$ cat config.mk
export PLATFORM = sky130hd
export DESIGN_NAME = cr_isf_ob_mon
export DESIGN_NICKNAME = d
export VERILOG_FILES = /design/src/rtl/cr_isf_ob_mon.sv
export SDC_FILE = /design/constraint.sdc
export NUM_CORES = 1
export LEC_CHECK = 0
export ABC_AREA = 1
export BUFFER_PORTS_ARGS = -buffer_cell sky130_fd_sc_hd__buf_2
export CAP_MARGIN = 25
export CORE_ASPECT_RATIO = 0.5
export CORE_UTILIZATION = 60
export CTS_BUF_LIST = sky130_fd_sc_hd__clkbuf_4 sky130_fd_sc_hd__clkbuf_8
export DETAILED_ROUTE_END_ITERATION = 6
export GPL_TIMING_DRIVEN = 0
export PLACE_DENSITY = 0.87
export REMOVE_ABC_BUFFERS = 1
export SLEW_MARGIN = 20
export SYNTH_ARGS = -nofsm -noshare
export SYNTH_HDL_FRONTEND = slang
export SYNTH_SLANG_ARGS = --single-unit
$ cat constraint.sdc
create_clock -name clk -period 11.7 [get_ports clk]
set_input_delay 1.755 -clock clk [delete_from_list [all_inputs] [get_ports clk]]
set_output_delay 1.755 -clock clk [all_outputs]
set_load 0.05 [all_outputs]
$ cat src/rtl/cr_isf_ob_mon.sv
// cr_isf_ob_mon: ISF outbound monitor; 2-entry skid buffer with TLV frame checks, byte count and stall interrupt
// Ports: clk, rst_n (sync, active-low) | in_* AXI4-stream from ISF outbound | out_* AXI4-stream to next engine
//        stall_limit (0 disables) | frame_done, frame_bytes per completed frame | err_sot, err_nested, stall_int pulses
module cr_isf_ob_mon #(
    parameter int DATA_W  = 64,
    parameter int STRB_W  = 8,
    parameter int BCNT_W  = 24,
    parameter int STALL_W = 16
) (
    input  logic               clk,
    input  logic               rst_n,
    input  logic               in_tvalid,
    output logic               in_tready,
    input  logic               in_tlast,
    input  logic [DATA_W-1:0]  in_tdata,
    input  logic [STRB_W-1:0]  in_tstrb,
    input  logic [7:0]         in_tuser,
    output logic               out_tvalid,
    input  logic               out_tready,
    output logic               out_tlast,
    output logic [DATA_W-1:0]  out_tdata,
    output logic [STRB_W-1:0]  out_tstrb,
    output logic [7:0]         out_tuser,
    input  logic [STALL_W-1:0] stall_limit,
    output logic               frame_done,
    output logic [BCNT_W-1:0]  frame_bytes,
    output logic               err_sot,
    output logic               err_nested,
    output logic               stall_int
);
    localparam int BEAT_W = 1 + 8 + STRB_W + DATA_W;
    typedef enum logic {IDLE, IN_FRAME} state_t;
    state_t             state_q, state_d;
    logic [BEAT_W-1:0]  buf0_q, buf0_d, buf1_q, buf1_d;
    logic [1:0]         occ_q, occ_d;
    logic               in_tready_q, in_tready_d;
    logic [BCNT_W-1:0]  cnt_q, cnt_d, frame_bytes_q, frame_bytes_d, sat;
    logic [BCNT_W:0]    sum;
    logic [STALL_W-1:0] stall_q, stall_d;
    logic               frame_done_q, frame_done_d, err_sot_q, err_sot_d;
    logic               err_nested_q, err_nested_d, stall_int_q, stall_int_d;
    logic               push, pop, stall;
    logic [BEAT_W-1:0]  in_beat;
    assign in_beat = {in_tlast, in_tuser, in_tstrb, in_tdata};
    assign push    = in_tvalid & in_tready_q;
    assign pop     = (occ_q != 2'd0) & out_tready;
    assign stall   = (occ_q != 2'd0) & ~out_tready;
    always_comb begin
        occ_d         = occ_q + 2'(push) - 2'(pop);
        in_tready_d   = occ_d != 2'd2;
        // buf0 is always the head; buf1 only fills while the head is stuck
        buf0_d        = (pop && occ_q == 2'd2) ? buf1_q :
                        ((push && (occ_q == 2'd0 || pop)) ? in_beat : buf0_q);
        buf1_d        = (push && !pop && occ_q == 2'd1) ? in_beat : buf1_q;
        sum           = {1'b0, cnt_q} + (BCNT_W + 1)'($countones(in_tstrb));
        sat           = sum[BCNT_W] ? '1 : sum[BCNT_W-1:0];
        state_d       = push ? (in_tlast ? IDLE : IN_FRAME) : state_q;
        cnt_d         = push ? (in_tlast ? '0 : sat) : cnt_q;
        frame_done_d  = push & in_tlast;
        frame_bytes_d = (push & in_tlast) ? sat : frame_bytes_q;
        err_sot_d     = push & (state_q == IDLE) & ~in_tuser[0];
        err_nested_d  = push & (state_q == IN_FRAME) & in_tuser[0];
        stall_d       = stall ? ((&stall_q) ? stall_q : stall_q + STALL_W'(1)) : '0;
        // fire only on the transition onto the limit so a saturated/held count cannot re-fire
        stall_int_d   = stall & (stall_limit != '0) & (stall_d == stall_limit) & (stall_q != stall_limit);
    end
    always_ff @(posedge clk) begin
        if (!rst_n) begin
            state_q       <= IDLE;
            buf0_q        <= '0;
            buf1_q        <= '0;
            occ_q         <= 2'd0;
            in_tready_q   <= 1'b0;
            cnt_q         <= '0;
            frame_bytes_q <= '0;
            stall_q       <= '0;
            frame_done_q  <= 1'b0;
            err_sot_q     <= 1'b0;
            err_nested_q  <= 1'b0;
            stall_int_q   <= 1'b0;
        end else begin
            state_q       <= state_d;
            buf0_q        <= buf0_d;
            buf1_q        <= buf1_d;
            occ_q         <= occ_d;
            in_tready_q   <= in_tready_d;
            cnt_q         <= cnt_d;
            frame_bytes_q <= frame_bytes_d;
            stall_q       <= stall_d;
            frame_done_q  <= frame_done_d;
            err_sot_q     <= err_sot_d;
            err_nested_q  <= err_nested_d;
            stall_int_q   <= stall_int_d;
        end
    end
    assign in_tready = in_tready_q;
    assign out_tvalid = occ_q != 2'd0;
    assign {out_tlast, out_tuser, out_tstrb, out_tdata} = buf0_q;
    assign frame_done = frame_done_q;
    assign frame_bytes = frame_bytes_q;
    assign err_sot = err_sot_q;
    assign err_nested = err_nested_q;
    assign stall_int = stall_int_q;
endmodule

# Word level (Yosys, flattened, before mapping)
# Index checks and enable logic that the tools add are counted.
dict set report totals {
  elab_cells 60
  ff_bits 234
}
dict set report op_classes {
  bitwise 14
  n_eq_ne 5
  n_reduce_logical 11
  n_mux 7
  n_addsub 11
}
# cell n
set ops {}
lappend ops {{two-way mux 81 bit} 2}
lappend ops {{two-way mux 24 bit} 2}
lappend ops {{two-way mux 16 bit} 2}
lappend ops {{adder 24 x 4 -> 25 bit} 1}
lappend ops {{adder 16 x 1 -> 16 bit (second input constant)} 1}
lappend ops {{equality test 16 bit} 1}
lappend ops {{inequality test 16 bit} 1}
lappend ops {{AND reduction 16 bit} 1}
lappend ops {{nonzero test 16 bit} 1}
lappend ops {{AND 1 bit} 11}
lappend ops {{adder 1 x 1 -> 2 bit} 4}
lappend ops {{adder 2 x 2 -> 3 bit} 2}
lappend ops {{adder 3 x 3 -> 4 bit} 1}
lappend ops {{logical AND 1 bit} 4}
lappend ops {{nonzero test 2 bit} 2}
lappend ops {{NOT 1 bit} 3}
lappend ops {{adder 2 x 1 -> 2 bit} 1}
lappend ops {{equality test 2 x 1 -> 1 bit (second input constant)} 1}
lappend ops {{equality test 2 bit (second input constant)} 1}
lappend ops {{zero test 2 bit} 1}
lappend ops {{inequality test 2 bit (second input constant)} 1}
lappend ops {{subtractor 2 x 1 -> 2 bit} 1}
lappend ops {{zero test 1 bit} 1}
lappend ops {{logical OR 1 bit} 1}
lappend ops {{two-way mux 1 bit} 1}

# Depth between registers and ports, before layout
# Gate-level depths: netlist of the first run.
dict set report depth {
  depth_word 6
  ltp_mapped 17
  depth_no_buf 17
}

# Worst setup path after synthesis of the first run
# No wires, ideal clock.
dict set report synth_path {
  path_kind {input-to-reg}
  start {in in_tstrb[0]}
  end {reg cnt_q[11]}
  path_stages 16
  n_path_buf 1
  slack_ns 6.660
  arrival_ns 4.969
  setup_time_ns 0.070
  path_cell_list {fa_1 inv_1 fa_1 fa_1 fa_1 inv_1 fa_1 nand3_1 nand2_1 nand4_1 nor2_4 nand2_2 nor2_4 buf_4 o21ai_0 a21oi_1}
}
dict set report synth_via {
  elab_chain_len 6
}
# element line
set synth_rtl {}
lappend synth_rtl {{start, declared} 16} ;# input logic [STRB_W-1:0] in_tstrb,
lappend synth_rtl {{adder 1 x 1 -> 2 bit (implied by the code)} 55} ;# sum = {1'b0, cnt_q} + (BCNT_W + 1)'($countones(in_tstrb));
lappend synth_rtl {{adder 2 x 2 -> 3 bit (implied by the code)} 55}
lappend synth_rtl {{adder 3 x 3 -> 4 bit (implied by the code)} 55}
lappend synth_rtl {{adder 24 x 4 -> 25 bit} 55}
lappend synth_rtl {{two-way mux 24 bit} 56} ;# sat = sum[BCNT_W] ? '1 : sum[BCNT_W-1:0];
lappend synth_rtl {{two-way mux 24 bit} 58} ;# cnt_d = push ? (in_tlast ? '0 : sat) : cnt_q;
lappend synth_rtl {{end signal, assigned} 87} ;# cnt_q <= cnt_d;
lappend synth_rtl {{end, declared} 37} ;# logic [BCNT_W-1:0] cnt_q, cnt_d, frame_bytes_q, frame_bytes_d, sat;
# Every way passes these cells.
# A chain may end at the register's enable or synchronous reset.

# Worst setup path after layout of the first run
dict set report layout_path {
  start {in in_tstrb[0]}
  end {reg cnt_q[18]}
}
# Same word-level chain as after synthesis.

==> impl_metrics.tcl, run 1 <==
set metrics [dict create \
    power_leakage_nw 5.612 \
    irDropWorstVdd_mv 0.1375 \
    ctsHoldBuffers 0 \
    antenna_found_initial 0 \
    grt_setup_unrepaired "false" \
    htreeDepth 1 \
    area_growth_pct 17.62 \
    clock-sinks 234 \
    yosys.area.top_type "dfxtp_1" \
    critical_path_peak_fanout 22 \
    grt.overflow.total 0 \
    hold_viol 0 \
    die_area_sq_um 18120 \
    fmax_ghz 0.1850 \
    fin_skew_ps 7.385 \
    synth_cells 1520 \
    ys_ff_latch 234 \
    totalWireLength_mm 27.87 \
    place_hpwl_mm 18.35 \
    n_antenna_cell 0 \
    min_period_over_period_pct 46.19 \
    die_x_microns 189.4 \
    synth_most_common_cell "nand2_1" \
    powerDensity_nw_per_um2 209.2 \
    timing.final.crit_period_ps 5404 \
    initial_core_util_pct 62.82 \
    portBuffers 211 \
    clockRootBuffer "clkbuf_8" \
    crit_type "primary input to register" \
    synth.top_cell.area_share_pct 44.48 \
    cts_resized 0 \
    async_reset_ff_share_pct 0 \
    synth.avg_cell_area_sq_um 6.929 \
    cts_setup_buffers 0 \
    worst_ep_arrival_time_ps 5900 \
    cts_max_path_buffers 3 \
    cp-end-kind "register" \
    cts.clk_slew.worst_paths_ps 70 \
    clk_latency_ps 570 \
    cts_buffers 31 \
    final_nets 1803 \
    vias 10630 \
    cts_tree "done" \
    setup_viol 0 \
    worstSetupStartpointType "primary input" \
    grt.total_usage_pct 30.37 \
    grt_pass1_vias 9730 \
    dieHeight_microns 95.68 \
    cap_violations 0 \
    min_path_type "register to register" \
    remaining_drc_errors 0 \
    slew_headroom_pct 35.69 \
    fill_cells 1369 \
    rows 33 \
    detail-route-antenna-nets 0 \
    synth_area_leaders "dfxtp_1, nand2_1, o21ai_0, nor2_1, a31oi_1" \
    pin_count 212 \
    layout.cells.non_filler 1933 \
    synth-edff-count 0 \
    crit_required_ps 12190 \
    seq_area_frac_synth_pct 44.48 \
    first_pass_iters 5 \
    dp.cells 1880 \
    synth_common_cells "nand2_1, dfxtp_1, nor2_1, o21ai_0, inv_1" \
    fin_area_sq_um 12390 \
    tightest_slew_ps 963.6 \
    drive_gt1_share_pct 17.82 \
    ys_dominant_reg_cell "dfxtp_1" \
    placed_area_sq_um 11730 \
    drtIter0Drc 831 \
    ys_types 34 \
    outcome "finished clean" \
    wl_per_cell_microns 14.42 \
    slew_viol_final 0 \
    grt_pass1_wl_mm 45.29 \
    ys_warn_count 0 \
    core-area_sq_um 16760 \
    synthesis.area_sq_um 10530 \
    vias_per_cell 5.499 \
    gp_congestion 0.9170 \
    grt_max_degree 107 \
]
metal layers:
layer	wire length (microns)	GRT usage, %
met3	2143	4.527
met1	12190	39.85
met4	757	11.42
met2	12780	51.13
met5	0	0
logic make-up (layout without fill, tap and decap cells):
family	after synthesis	after routing	synth area share, %
compound gates	321	321	16.31
flops	234	234	44.48
fa+ha+maj	15	15	2.139
buf+inv	182	368	6.665
xor+xnor	15	15	1.248
simple gates	753	753	29.16
cells in the final DEF (no fill, tap or decap), types with 3 or more instances in the layout:
cell,count
a21oi_1,38
a31oi_1,81
buf_12,3
buf_2,210
buf_4,6
buf_6,3
clkbuf_4,12
clkbuf_8,36
dfxtp_1,234
fa_1,5
ha_1,10
inv_1,85
nand2_1,409
nand2_2,6
nand3_1,83
nand4_1,15
nor2_1,214
nor2_2,3
nor2_4,5
nor3_1,7
nor3_2,3
o21ai_0,198
xnor2_1,6
xor2_1,9
final timing paths:
check | start | to | depth (start not counted) | slack (ps)
worst min-delay path | frame_bytes[11] | frame_bytes[11] | 2 | 470
worst min register to register | frame_bytes[11] | frame_bytes[11] | 2 | 470
worst max-delay path | in_tstrb[0] | cnt_q[18] | 18 | 6300
worst max register to register | cnt_q[0] | cnt_q[18] | 16 | 7770
through the flow:
stage	worst slack [ps]	total power, W	util [%]	hold slack [ps]	TNS (ps)
2_1_floorplan	3503	0.001686	-	415.4	0
3_3_place_gp	-1817	0.001914	68.67	454.6	-144480
3_5_place_dp	5789	0.001953	69.99	458.9	0
4_1_cts	6357	0.002595	73.80	473.2	0
5_1_grt	6032	0.002727	73.89	489.3	0
6_report	6296	0.002592	73.89	468.8	0
where the power goes:
group,internal (W),switching (W)
sequential,0.000943,0.0000749
combinational,0.000228,0.000705
clock,0.000339,0.000302
cell type report:
| type | count | area, sq um | share of cell area, % |
|---|---|---|---|
| sequential | 234 | 4684 | 37.82 |
| timing repair buffer | 225 | 1260 | 10.17 |
| tap | 227 | 284.0 | 2.293 |
| clock buffer | 48 | 585.6 | 4.727 |
| clock inverter | 4 | 53.80 | 0.4343 |
| inverter | 91 | 351.6 | 2.838 |
| multi-input combinational | 1104 | 5167 | 41.72 |
state kept, by name, summed over array words and instances (netlist names), 2 cells and up:
name and cells:
buf0_q 81, buf1_q 81, cnt_q 24, frame_bytes 24
occ_q 2, stall_q 16
worst max-delay path: stages:
cell and delay [ps]:
buf_2 120, fa_1 530, inv_1 50, fa_1 490, fa_1 440, fa_1 430, inv_1 110, fa_1 210
nand3_1 80, nand2_1 150, nand4_1 230, nor2_4 250, nand2_2 130, nor2_4 370, inv_1 170, nand3_1 160
nand2_1 70, a21oi_1 150
Note: power is estimated with default switching activity, not from simulation.
==> run 2, diff against run 1 <==
--- a/config.mk
+++ b/config.mk
@@ -9,11 +9,11 @@
 export BUFFER_PORTS_ARGS = -buffer_cell sky130_fd_sc_hd__buf_2
 export CAP_MARGIN = 25
 export CORE_ASPECT_RATIO = 0.5
-export CORE_UTILIZATION = 60
+export CORE_UTILIZATION = 57
 export CTS_BUF_LIST = sky130_fd_sc_hd__clkbuf_4 sky130_fd_sc_hd__clkbuf_8
 export DETAILED_ROUTE_END_ITERATION = 6
 export GPL_TIMING_DRIVEN = 0
-export PLACE_DENSITY = 0.87
+export PLACE_DENSITY = 0.83
 export REMOVE_ABC_BUFFERS = 1
 export SLEW_MARGIN = 20
 export SYNTH_ARGS = -nofsm -noshare
==> constraint.sdc (replaced) <==
create_clock -name clk -period 5.45 [get_ports clk]
set_input_delay 0.8175 -clock clk [delete_from_list [all_inputs] [get_ports clk]]
set_output_delay 0.8175 -clock clk [all_outputs]
set_load 0.05 [all_outputs]
==> impl_metrics.tcl, run 2 (synthesized netlist as in run 1, its figures left out) <==
set metrics [dict create \
    outcome "finished clean" \
    slew_headroom_pct 33.31 \
    clk_latency_ps 520 \
    rows 34 \
    mostFrequentLayoutCell "nand2_1" \
    cap_violations 0 \
    cts_resized 0 \
    fin_skew_ps 30.76 \
    r2r_end "cnt_q[18]" \
    cts_buffers 34 \
    r2r_slack_ps 1550 \
    grt_pass1_wl_mm 46.71 \
    setup_ws_ps 936.3 \
    ctsHoldBuffers 0 \
    crit_required_ps 5890 \
    setup_viol 0 \
    area_growth_pct 18.38 \
    slew_viol_final 0 \
    irDropWorstVdd_mv 0.2277 \
    worstPathCellList "buf_2 -> fa_1 -> inv_1 -> fa_1 -> fa_1 -> fa_1 -> inv_1 -> fa_1 -> nand3_1 -> nand2_1 -> nand4_1 -> nor2_4 -> nand2_2 -> nor2_4 -> inv_1 -> nand3_1 -> nand2_1 -> a21oi_1" \
    worst_ep_arrival_time_ps 4960 \
    vias 10630 \
    timing.final.crit_period_ps 4514 \
    tightest_slew_ps 998.0 \
    reg_top3 "buf0_q x81, buf1_q x81" \
    worstHoldPathCells 2 \
    clockRootBuffer "clkbuf_8" \
    core-area_sq_um 17740 \
    initial_core_util_pct 59.37 \
    grt_pass1_vias 9824 \
    crit_type "primary input to register" \
    drtIter0Drc 869 \
    tns_ps 0 \
    power_leakage_nw 5.638 \
    vias_per_cell 5.469 \
    cp-end-kind "register" \
    powerDensity_nw_per_um2 457.3 \
    grt.total_usage_pct 29.30 \
    pin_count 212 \
    htreeDepth 2 \
    die_area_sq_um 19060 \
    final_nets 1805 \
    remaining_drc_errors 0 \
    hold_viol 0 \
    r2r_cells 16 \
    worstSetupStartpointType "primary input" \
    cts_setup_buffers 0 \
    place_hpwl_mm 18.41 \
    cpMaxStageDelayCell "fa_1" \
    cts_tree "done" \
    total_power_w 0.005701 \
    grt_max_degree 113 \
    final_cell_mix "nand2_1, dfxtp_1, nor2_1, buf_2, o21ai_0" \
    grt.overflow.total 0 \
    r2r-start "cnt_q[0]" \
    hold_start "state_q" \
    gp_congestion 0.8795 \
    critPathMostFrequentCell "fa_1" \
    min_period_over_period_pct 82.82 \
    wl_per_cell_microns 14.37 \
    detail-route-antenna-nets 0 \
    fmax_ghz 0.2215 \
    first_pass_iters 5 \
    die_x_microns 194.2 \
    grt_setup_unrepaired "false" \
    min_to "err_nested" \
    antenna_found_initial 1 \
    drive_gt1_share_pct 17.92 \
    dieHeight_microns 98.12 \
    clock-sinks 234 \
    min_path_type "register to register" \
    totalWireLength_mm 27.92 \
    post-place-ws_ps 414.1 \
    portBuffers 211 \
    cts_max_path_buffers 3 \
    critical_path_peak_fanout 22 \
    slowest_delay_ps 540 \
    cts.clk_slew.worst_paths_ps 70 \
]
[run 2: cell count changes in the layout (fill, tap and decap cells not counted), sizes merged]
cell,previous run,this run
clkinv,3,6
diode,0,1
clkbuf,48,45
clkinvlp,1,2
buf,225,224
bufinv,1,3
[run 2: worst max path at each step]
stage	start	end	slack, ps	depth (start not counted)
finish	in_tstrb[0]	cnt_q[18]	940	18
global placement	out_tready	buf0_q[76]	-7190	6
global route	in_tstrb[0]	cnt_q[18]	700	18
detailed placement	in_tstrb[0]	cnt_q[18]	410	18
floorplan	out_tready	buf0_q[0]	-1810	5
CTS	in_tstrb[0]	cnt_q[18]	950	18
[run 2: where the power goes]
| part | leakage (nW) | internal (W) | switching (W) |
|---|---|---|---|
| Clock | 0.376 | 0.000854 | 0.000682 |
| Sequential | 1.91 | 0.00202 | 0.000153 |
| Combinational | 3.36 | 0.000482 | 0.00151 |
[run 2: final cells by class]
| cell class | count | area [sq um] |
|---|---|---|
| Antenna cell | 1 | 2.502 |
| Clock buffer | 45 | 594.3 |
| Clock inverter | 10 | 133.9 |
| Fill cell | 1482 | 5273 |
| Inverter | 91 | 351.6 |
| Multi-Input combinational cell | 1104 | 5167 |
| Sequential cell | 234 | 4684 |
| Tap cell | 234 | 292.8 |
| Timing Repair Buffer | 224 | 1240 |
[run 2: critical path: cells and delay by family]
| kind | cells | cell delay (ps) |
|---|---|---|
| AND/OR/NAND/NOR | 8 | 1410 |
| adder cells (fa/ha/maj) | 5 | 2130 |
| buffers and inverters | 4 | 420 |
| AO/OA/AOI/OAI | 1 | 160 |
[run 2: stage by stage]
step                      hold WS (ps)  instance area, sq um  cells  utilization, %
after floorplan                  415.4                 10170   1429               -
after global placement           433.1                 11520   1874           64.94
after detailed placement         452.4                 11740   1887           66.16
after CTS                        462.1                 12460   1942           70.26
after global routing             474.9                 12470   1943           70.28
final                            463.2                 12470   1943           70.28
[run 2: layer usage]
metal | wire [microns] | GRT usage (%)
met1 | 12690 | 40.16
met2 | 12930 | 46.90
met3 | 1612 | 4.905
met4 | 688 | 10.50
met5 | 0 | 0
==> run 3, diff against run 2 <==
--- a/config.mk
+++ b/config.mk
@@ -5,15 +5,15 @@
 export SDC_FILE = /design/constraint.sdc
 export NUM_CORES = 1
 export LEC_CHECK = 0
-export ABC_AREA = 1
+export ABC_AREA = 0
 export BUFFER_PORTS_ARGS = -buffer_cell sky130_fd_sc_hd__buf_2
 export CAP_MARGIN = 25
 export CORE_ASPECT_RATIO = 0.5
-export CORE_UTILIZATION = 57
+export CORE_UTILIZATION = 58
 export CTS_BUF_LIST = sky130_fd_sc_hd__clkbuf_4 sky130_fd_sc_hd__clkbuf_8
 export DETAILED_ROUTE_END_ITERATION = 6
 export GPL_TIMING_DRIVEN = 0
-export PLACE_DENSITY = 0.83
+export PLACE_DENSITY = 0.84
 export REMOVE_ABC_BUFFERS = 1
 export SLEW_MARGIN = 20
 export SYNTH_ARGS = -nofsm -noshare
==> constraint.sdc (replaced) <==
create_clock -name clk -period 4.2 [get_ports clk]
set_input_delay 0.63 -clock clk [delete_from_list [all_inputs] [get_ports clk]]
set_output_delay 0.63 -clock clk [all_outputs]
set_load 0.05 [all_outputs]
==> impl_metrics.tcl, run 3 <==
set metrics [dict create \
    htreeDepth 2 \
    hold_viol 0 \
    fmax_ghz 0.2469 \
    final_nets 1535 \
    yosys.area.top_type "dfxtp_1" \
    remaining_drc_errors 0 \
    async_reset_ff_share_pct 0 \
    reg_top3 "buf0_q x81, buf1_q x81" \
    initial_core_util_pct 59.53 \
    antenna_found_initial 1 \
    setup_ws_ps 149.9 \
    die_area_sq_um 19550 \
    worstHoldPathCells 2 \
    critical_path_peak_fanout 17 \
    place_hpwl_mm 18.77 \
    slew_viol_final 0 \
    grt_setup_unrepaired "false" \
    ctsHoldBuffers 0 \
    seq_area_frac_synth_pct 42.58 \
    tns_ps 0 \
    mostFrequentLayoutCell "nand2_1" \
    irDropWorstVdd_mv 0.4535 \
    worstSetupStartpointType "primary input" \
    detail-route-antenna-nets 0 \
    grt_pass1_wl_mm 43.73 \
    seq_power_share_pct 37.9 \
    wl_per_cell_microns 16.04 \
    slowest_delay_ps 520 \
    min_to "err_sot" \
    multi_input_area_sq_um 5913 \
    outcome "finished clean" \
    pin_count 212 \
    portBuffers 211 \
    synth.top_cell.area_share_pct 42.58 \
    r2r_slack_ps 550 \
    totalWireLength_mm 27.33 \
    fill_cells 1386 \
    fin_skew_ps 10.28 \
    synth_most_common_cell "nand2_1" \
    clockRootBuffer "clkbuf_8" \
    synth_cells 1248 \
    ys_ff_latch 234 \
    cpMaxStageDelayCell "fa_1" \
    dieHeight_microns 99.38 \
    die_x_microns 196.8 \
    worstPathCellList "buf_2 -> fa_1 -> inv_1 -> fa_1 -> fa_1 -> fa_1 -> inv_1 -> fa_1 -> a21o_1 -> a21oi_4 -> and4b_2 -> and2_4 -> nor3_2 -> and4_1 -> nor3_1" \
    ys_dominant_reg_cell "dfxtp_1" \
    cts_tree "done" \
    critical_path.top_delay_family "adder cells" \
    layout.cells.non_filler 1704 \
    grt_pass1_vias 8930 \
    worst_ep_arrival_time_ps 4440 \
    clockPowerShare_pct 26.7 \
    cap_violations 0 \
    vias_per_cell 5.623 \
    p_switching_w 0.002860 \
    grt.total_usage_pct 27.26 \
    synth_common_cells "nand2_1, dfxtp_1, mux2i_1, o211a_1, a21boi_0" \
    ys_warn_count 0 \
    rows 35 \
    cts.clk_slew.worst_paths_ps 60 \
    ys_types 68 \
    hold_start "in_tuser[0]" \
    p_int_w 0.004388 \
    cts_max_path_buffers 3 \
    synth-edff-count 0 \
    synthesis.area_sq_um 11000 \
    path_buf_inv 3 \
    p_comb_share_pct 35.3 \
    final_cell_mix "nand2_1, dfxtp_1, buf_2, mux2i_1, o211a_1" \
    dp.cells 1640 \
    slew_headroom_pct 33.36 \
    tightest_slew_ps 999.6 \
    core-area_sq_um 18480 \
    first_pass_iters 6 \
    timing.final.crit_period_ps 4050 \
    r2r-start "cnt_q[0]" \
    clk_latency_ps 520 \
    powerDensity_nw_per_um2 550.1 \
    cp-end-kind "register" \
    min_period_over_period_pct 96.43 \
    clock-sinks 234 \
    grt_max_degree 118 \
    cts_buffers 35 \
    gp_congestion 0.9108 \
    crit_type "primary input to register" \
    synth.avg_cell_area_sq_um 8.815 \
    grt.overflow.total 0 \
    crit_required_ps 4590 \
    p_sw_share_pct 39.45 \
    drive_gt1_share_pct 22.65 \
    vias 9582 \
    r2r_end "cnt_q[21]" \
    synth_area_leaders "dfxtp_1, nand2_1, mux2i_1, o211a_1, a21boi_0" \
    setup_viol 0 \
    area_growth_pct 19.78 \
    min_path_type "primary input to register" \
    fin_util_pct 71.30 \
    r2r_cells 13 \
    power_leakage_nw 6.609 \
    post-place-ws_ps -902.1 \
    drtIter0Drc 540 \
    regArea_sq_um 4684 \
    critPathMostFrequentCell "fa_1" \
]
==> run 3: metal layers <==
layer	track usage (%)	vias up	routed length, microns
met3	6.002	57	1697
met4	9.720	0	692
met5	0	-	0
met2	44.85	279	12940
li1	-	4699	-
met1	35.50	4547	12000
==> run 3: metrics by stage <==
step	instance area, sq um	hold slack (ps)	total power (W)
after floorplan	10620	412.2	0.004669
after detailed placement	12390	430.8	0.005338
after CTS	13130	297.0	0.007283
after global placement	12000	428.5	0.005302
after global routing	13180	325.4	0.007574
final	13180	332.4	0.007248
==> run 3: area by class of cell <==
cell class | instances | area share [%]
antenna | 1 | 0.01899
inverter | 23 | 0.6552
clock buffer | 57 | 5.337
timing repair buffer | 230 | 10.86
multi-input combinational | 895 | 44.88
sequential | 234 | 35.55
tap | 259 | 2.459
clock inverter | 5 | 0.2374
==> run 3: power groups by stage <==
stage	combinational [W]	clock (W)	sequential, W
floorplan	0.000935	0	0.00373
global placement	0.00254	0	0.00276
detailed placement	0.00254	0	0.00279
CTS	0.00255	0.00198	0.00275
global route	0.00270	0.00209	0.00279
finish	0.00256	0.00194	0.00275
==> run 3: cells by family after synthesis <==
group,count (synthesis),synth area share (%)
DFF,234,42.58
AOI/OAI and AO/OA,281,20.23
and+or+nand+nor,466,19.09
buffers and inverters,119,4.231
muxes,95,8.792
adders and majority gates,15,2.047
xor gates and xnor gates,38,3.025
==> run 3: how the worst max path moves through the flow <==
stage	from	to	slack [ps]	cells after the start
2_1_floorplan	out_tready	buf0_q[0]	-6180	3
3_3_place_gp	out_tready	buf0_q[24]	-12680	4
3_5_place_dp	in_tstrb[0]	cnt_q[21]	-900	15
4_1_cts	in_tstrb[0]	cnt_q[21]	10	15
5_1_grt	in_tstrb[0]	cnt_q[21]	30	15
6_report	in_tstrb[0]	cnt_q[21]	150	15
==> run 3: timing repair <==
| item | 4_1_cts | 5_1_grt |
|---|---|---|
| setup endpoints to repair | 37 | 33 |
| buffers inserted | 0 | 0 |
| gates resized for setup | 4 | 6 |
| pin swaps | 0 | 1 |
==> run 3: worst reg2reg max path: stages, from the launching register on <==
cell and delay [ps]:
dfxtp_1 330, inv_1 60, fa_1 470, fa_1 510, fa_1 200, inv_1 60, fa_1 410, a21o_1 240
a21oi_4 240, and4b_2 320, and2_4 230, nor3_2 190, and4_1 230, nor3_1 40
